File: src/rtl/cache_mem_arbiter.sv
// Round-robin arbiter sharing one line-wide memory port between I-cache (client 0) and D-cache (client 1).
// Optional BUSY watchdog under CACHE_ARB_TIMEOUT_EN; without it BUSY waits indefinitely.
module cache_mem_arbiter #(
    parameter int ADDR_W         = 32,
    parameter int LINE_W         = 128,
    parameter int TIMEOUT_CYCLES = 64
) (
    input  logic              clk,
    input  logic              rst,
    input  logic              c0_req,
    input  logic              c0_we,
    input  logic [ADDR_W-1:0] c0_addr,
    input  logic [LINE_W-1:0] c0_wdata,
    output logic [LINE_W-1:0] c0_rdata,
    output logic              c0_ready,
    input  logic              c1_req,
    input  logic              c1_we,
    input  logic [ADDR_W-1:0] c1_addr,
    input  logic [LINE_W-1:0] c1_wdata,
    output logic [LINE_W-1:0] c1_rdata,
    output logic              c1_ready,
    output logic              mem_req,
    output logic              mem_we,
    output logic [ADDR_W-1:0] mem_addr,
    output logic [LINE_W-1:0] mem_wdata,
    input  logic [LINE_W-1:0] mem_rdata,
    input  logic              mem_ready,
    output logic [1:0]        grant,
    output logic              timeout_err
);

    typedef enum logic {IDLE, BUSY} state_t;

    state_t              r_state;
    state_t              w_state_nxt;
    logic [1:0]          r_grant;
    logic                r_last;
    logic [1:0]          r_mask;
    logic                r_we;
    logic [ADDR_W-1:0]   r_addr;
    logic [LINE_W-1:0]   r_wdata;

    logic [1:0]          w_elig;
    logic [1:0]          w_pick;
    logic                w_timeout;
    logic                w_done;
    logic                w_mem_req;
    logic                w_c0_ready;
    logic                w_c1_ready;
    logic [LINE_W-1:0]   w_rdata;
    logic                w_sel_we;
    logic [ADDR_W-1:0]   w_sel_addr;
    logic [LINE_W-1:0]   w_sel_wdata;

    // The client served last is masked for one IDLE cycle so a late-dropping req is not re-granted.
    assign w_elig = {c1_req, c0_req} & ~r_mask;

    always_comb begin
        w_pick = 2'b00;
        case (w_elig)
            2'b01:   w_pick = 2'b01;
            2'b10:   w_pick = 2'b10;
            2'b11:   w_pick = r_last ? 2'b01 : 2'b10;
            default: w_pick = 2'b00;
        endcase
    end

    assign w_sel_we    = w_pick[1] ? c1_we    : c0_we;
    assign w_sel_addr  = w_pick[1] ? c1_addr  : c0_addr;
    assign w_sel_wdata = w_pick[1] ? c1_wdata : c0_wdata;

`ifdef CACHE_ARB_TIMEOUT_EN
    localparam int CNT_W = $clog2(TIMEOUT_CYCLES + 1);

    logic [CNT_W-1:0] r_cnt;
    logic             r_timeout_err;

    assign w_timeout = (r_state == BUSY) && (r_cnt == CNT_W'(TIMEOUT_CYCLES));

    always_ff @(posedge clk or posedge rst) begin
        if (rst) begin
            r_cnt         <= '0;
            r_timeout_err <= 1'b0;
        end else begin
            if (r_state == IDLE) begin
                r_cnt <= '0;
            end else if (!w_done) begin
                r_cnt <= r_cnt + 1'b1;
            end
            if (w_timeout) begin
                r_timeout_err <= 1'b1;
            end
        end
    end

    assign timeout_err = r_timeout_err;
`else
    assign w_timeout   = 1'b0;
    assign timeout_err = 1'b0;
`endif

    assign w_done = (r_state == BUSY) && (mem_ready || w_timeout);

    always_ff @(posedge clk or posedge rst) begin
        if (rst) begin
            r_state <= IDLE;
        end else begin
            r_state <= w_state_nxt;
        end
    end

    always_comb begin
        w_state_nxt = r_state;
        w_mem_req   = 1'b0;
        w_c0_ready  = 1'b0;
        w_c1_ready  = 1'b0;
        case (r_state)
            IDLE: begin
                if (|w_pick) begin
                    w_state_nxt = BUSY;
                end
            end
            BUSY: begin
                w_mem_req = !w_timeout;
                if (w_done) begin
                    w_state_nxt = IDLE;
                    w_c0_ready  = r_grant[0];
                    w_c1_ready  = r_grant[1];
                end
            end
            default: w_state_nxt = IDLE;
        endcase
    end

    always_ff @(posedge clk or posedge rst) begin
        if (rst) begin
            r_grant <= 2'b00;
            r_last  <= 1'b1;
            r_mask  <= 2'b00;
            r_we    <= 1'b0;
            r_addr  <= '0;
            r_wdata <= '0;
        end else if (r_state == IDLE) begin
            r_mask <= 2'b00;
            if (|w_pick) begin
                r_grant <= w_pick;
                r_we    <= w_sel_we;
                r_addr  <= w_sel_addr & ~ADDR_W'(15);
                r_wdata <= w_sel_wdata;
            end
        end else if (w_done) begin
            r_grant <= 2'b00;
            r_last  <= r_grant[1];
            r_mask  <= r_grant;
        end
    end

    // Aborted and write-back completions return an all-zero line.
    assign w_rdata = (!r_we && !w_timeout) ? mem_rdata : '0;

    assign c0_ready  = w_c0_ready;
    assign c1_ready  = w_c1_ready;
    assign c0_rdata  = w_c0_ready ? w_rdata : '0;
    assign c1_rdata  = w_c1_ready ? w_rdata : '0;
    assign mem_req   = w_mem_req;
    assign mem_we    = r_we;
    assign mem_addr  = r_addr;
    assign mem_wdata = r_wdata;
    assign grant     = r_grant;

endmodule

File: config.mk
export PLATFORM = sky130hd
export DESIGN_NAME = cache_mem_arbiter
export DESIGN_NICKNAME = d
export VERILOG_FILES = /design/src/rtl/cache_mem_arbiter.sv
export SDC_FILE = /design/constraint.sdc
export NUM_CORES = 1
export LEC_CHECK = 0
export ABC_AREA = 0
export BUFFER_PORTS_ARGS = -buffer_cell sky130_fd_sc_hd__buf_2
export CAP_MARGIN = 10
export CORE_AREA = 5 5 343 345
export CTS_CLUSTER_SIZE = 16
export DETAILED_ROUTE_END_ITERATION = 10
export DIE_AREA = 0 0 348 350
export GPL_TIMING_DRIVEN = 0
export PLACE_DENSITY = 0.3
export RECOVER_POWER = 100
export SKIP_CTS_REPAIR_TIMING = 1
export SYNTH_ARGS = -nofsm -noshare
export SYNTH_HDL_FRONTEND = slang
export SYNTH_SLANG_ARGS = --single-unit
File: constraint.sdc
create_clock -name clk -period 6.8 [get_ports clk]
set_clock_uncertainty 0.1 [all_clocks]
set_input_delay 2.04 -clock clk [delete_from_list [all_inputs] [get_ports clk]]
set_output_delay 2.04 -clock clk [all_outputs]
set_load 0.01 [all_outputs]
==> Implementation_results.wiki <==
{| class="wikitable"
! Metric !! Value
|-
| Detailed-route via count || 11,900
|-
| Synth Area in XOR/XNOR || 0
|-
| Slew Limit Fails || 166
|-
| Worst-case setup margin in the final layout || 0.338 ns
|-
| Die extent in y || 350 µm
|-
| Global placer's final weighted congestion || 0.887
|-
| Crit path max fanout || 10
|-
| Clock Path Buffers || 2
|-
| TritonCTS clock tree || done
|-
| Critical path endpoint category || output pin
|-
| Antenna Nets Post-Route || 0
|-
| Mapped Avg Cell Area || 9.18 µm²
|-
| Maximum operating frequency || 155 MHz
|-
| Number of antenna violations at the first check in global routing || 23
|-
| Most common cell on crit path || sky130_fd_sc_hd__clkbuf_1
|-
| Largest voltage drop on the vdd net || 203 µV
|-
| Library cell contributing the largest single delay on the critical path || sky130_fd_sc_hd__nand3_1
|-
| Largest family of logic cells by synthesized area || simple AND/OR/NAND/NOR gates
|-
| #FFs+latches synth || 163
|-
| Clock sink count || 163
|-
| Leakage || 7.06 nW
|-
| Final clock period utilization by the worst path || 0.950
|-
| Library cell with the largest summed area after synthesis || sky130_fd_sc_hd__dfrtp_1
|-
| Remaining design rule violation count || 0
|-
| Startpoint of the worst setup timing path || mem_ready
|-
| Transition time at the pin with the least slew margin || 3.23 ns
|-
| Post-Route Setup TNS || 0 ns
|-
| Cell area after synthesis || 9300 µm²
|-
| Async set-reset flop share out of synthesis || 1.00
|-
| Post-synth top area share || 0.436
|-
| Count of TritonRoute iterations in the first routing pass || 5
|-
| Number of failing hold endpoints at the final stage || 0
|-
| Clock latency on the worst-skew pair || 0.50 ns
|-
| Area inside the core boundary || 114,000 µm²
|-
| Clock Root Buffer || sky130_fd_sc_hd__clkbuf_16
|-
| Post-detailed-route wirelength per cell || 21.9 µm
|-
| Power density cells || 388 nW/µm²
|-
| Most frequently used flop master after synthesis || sky130_fd_sc_hd__dfrtp_1
|-
| Max Cap Violations || 2
|-
| Count of port buffers added during placement || 863
|-
| Overflow left after global routing || 0
|-
| Width of the die || 348 µm
|-
| Number of synthesized flops with an enable pin || 0
|-
| Start point of the worst hold path || r_last$_DFFE_PP1P_
|-
| Starting density of the core || 0.0816
|-
| Clock transition at the registers of the reported paths || 0.07 ns
|-
| Worst min path class || flip-flop to flip-flop
|-
| Post-synthesis adder-cell area fraction || 0
|-
| Metal1 wirelength || 31.2 mm
|-
| Final cell count without fillers || 3,436
|-
| Clock buffers created by TritonCTS || 17
|-
| Highest routing layer actually used || met5
|-
| Type of the setup path with the least slack || input pin to output pin
|-
| Fraction of synthesized area in multiplexers || 0.00215
|-
| Place WS || 0.162 ns
|-
| Top Ports || 878
|-
| Arrival time worst endpoint || 4.32 ns
|-
| H-tree depth || 4
|-
| Detailed-route vias per instance || 3.46
|-
| Most frequent cell after synthesis || sky130_fd_sc_hd__nor2_1
|-
| Time the final worst path needs with I/O delays and setup || 6.46 ns
|-
| Part of the Yosys area used for sequential elements || 0.439
|-
| Worst max-slew margin expressed relative to the limit || -1.17
|-
| Total track usage || 0.116
|-
| HPWL after detailed placement || 63.1 mm
|-
| Count of filler cells inserted in the layout || 13,500
|-
| Met3 routed WL || 6.93 mm
|-
| Number of placement rows || 124
|-
| Area growth from synthesis to layout || 67.5%
|-
| Wire length of the first global-routing pass || 100 mm
|-
| Met2 wirelength from detailed routing || 35.7 mm
|-
| Critical path required time || 4.66 ns
|-
| Top cells by instance count after synthesis || sky130_fd_sc_hd__nor2_1, sky130_fd_sc_hd__dfrtp_1, sky130_fd_sc_hd__a221o_1, sky130_fd_sc_hd__and3_1, sky130_fd_sc_hd__nand2b_1
|-
| Post-layout total power || 0.00605 W
|-
| Largest cells by area after synthesis || sky130_fd_sc_hd__dfrtp_1, sky130_fd_sc_hd__a221o_1, sky130_fd_sc_hd__nor2_1
|-
| Final wirelength || 75.4 mm
|-
| Area share of and/or/nand/nor cells after synthesis || 0.306
|-
| Complex-gate fraction of the synthesized area || 0.179
|-
| Vias in the first global route || 12,600
|-
| Pin count of the biggest net entering global routing || 101
|-
| Startpoint of the worst-slack reg-to-reg timing path || r_mask[0]$_DFFE_PP0P_
|-
| Status || finished, violations left
|-
| Share of post-route cells with drive strength above 1 || 0.269
|-
| Startpoint Class || input pin
|-
| Syn Inst Count || 1,012
|-
| Number of DRC markers in iteration 0 || 827
|-
| Final setup violation count || 0
|-
| Distinct cell type count of the synthesized netlist || 30
|-
| Synth Warn # || 0
|-
| Cell-by-cell listing of the critical path || clkbuf_1 > nand3_1 > clkbuf_1 > clkbuf_1 > nor2_1 > clkbuf_1
|-
| Setup repair after global routing missed its margin || false
|-
| Dpl cells || 3,392
|-
| Violated checks || capacitance limit, slew limit
|-
| Net count reported at finish || 2,354
|-
| Die Area || 122,000 µm²
|-
| Maximum single-stage delay on the critical path || 0.49 ns
|}
-- layout make-up --
type	instances	area (µm²)	area share
clock buffers	17	425	0.0273
repair buffers	864	3800	0.244
clock inverters	15	145	0.00932
diodes	12	30.0	0.00193
multi-input cells	732	4550	0.292
well taps	1512	1890	0.122
flip-flops and latches	163	4080	0.262
inverters	4	16.3	0.00104
plain buffers	117	631	0.0405
-- layer usage --
| metal | GRT usage | up-vias |
|---|---|---|
| li1 | - | 5414 |
| met1 | 0.142 | 5766 |
| met2 | 0.189 | 621 |
| met3 | 0.0432 | 81 |
| met4 | 0.0387 | 10 |
| met5 | 0 | - |
-- placed cells by master (no fill, tap or decap), drive strengths merged, types with 2 or more instances in the layout --
cell type  count
clkbuf       522
nand2b       130
diode         12
nor3b          2
nand2          3
and3b          5
buf          476
inv           12
a2bb2oi        4
a221o        153
clkinv         4
conb           5
clkinvlp       2
and3         153
nor2         258
dfrtp        162
o21ai          5
a221oi         4
mux2i          2
nand3          2
-- cell families after synthesis --
group                  Yosys count
buffers and inverters          121
other                            1
DFF                            163
AOI/OAI and AO/OA              170
muxes                            2
and+or+nand+nor                555
-- registers in the layout, indices dropped and copies added, names as in the netlist --
name,cells
mem_wdata,128
r_mask,2
r_state,1
grant,2
mem_addr,28
mem_we,1
r_last,1
-- critical path, delay by kind of cell --
kind                   cells  cell delay (ns)
and+or+nand+nor            2             0.85
buffers and inverters      4             1.42
-- worst paths after layout --
check	endpoint	slack, ns	cells past startpoint
max in group asynchronous	mem_wdata[6]$_DFFE_PP0P_	1.38	3
setup reg to reg	mem_wdata[31]$_DFFE_PP0P_	3.36	6
min in group asynchronous	mem_wdata[97]$_DFFE_PP0P_	2.32	2
hold reg to reg	r_last$_DFFE_PP1P_	0.39	2
hold / removal	r_last$_DFFE_PP1P_	0.39	2
setup / recovery	c1_rdata[108]	0.34	6
-- per-stage QoR --
stage | hold slack [ns] | area (µm²) | util
CTS | 0.398 | 16100 | 0.142
global placement | 0.380 | 15500 | 0.136
finish | 0.391 | 15600 | 0.137
global route | 0.421 | 15600 | 0.137
floorplan | 0.351 | 9310 | -
detailed placement | 0.385 | 15600 | 0.137
-- power by group --
| part | leakage, nW | total, W | switching (W) | internal [W] |
|---|---|---|---|---|
| combinational | 4.77 | 0.00325 | 0.00202 | 0.00123 |
| clock | 0.284 | 0.00103 | 0.000520 | 0.000515 |
| sequential | 2.01 | 0.00176 | 0.000312 | 0.00145 |
No activity file was read; power rests on OpenSTA's default activity.
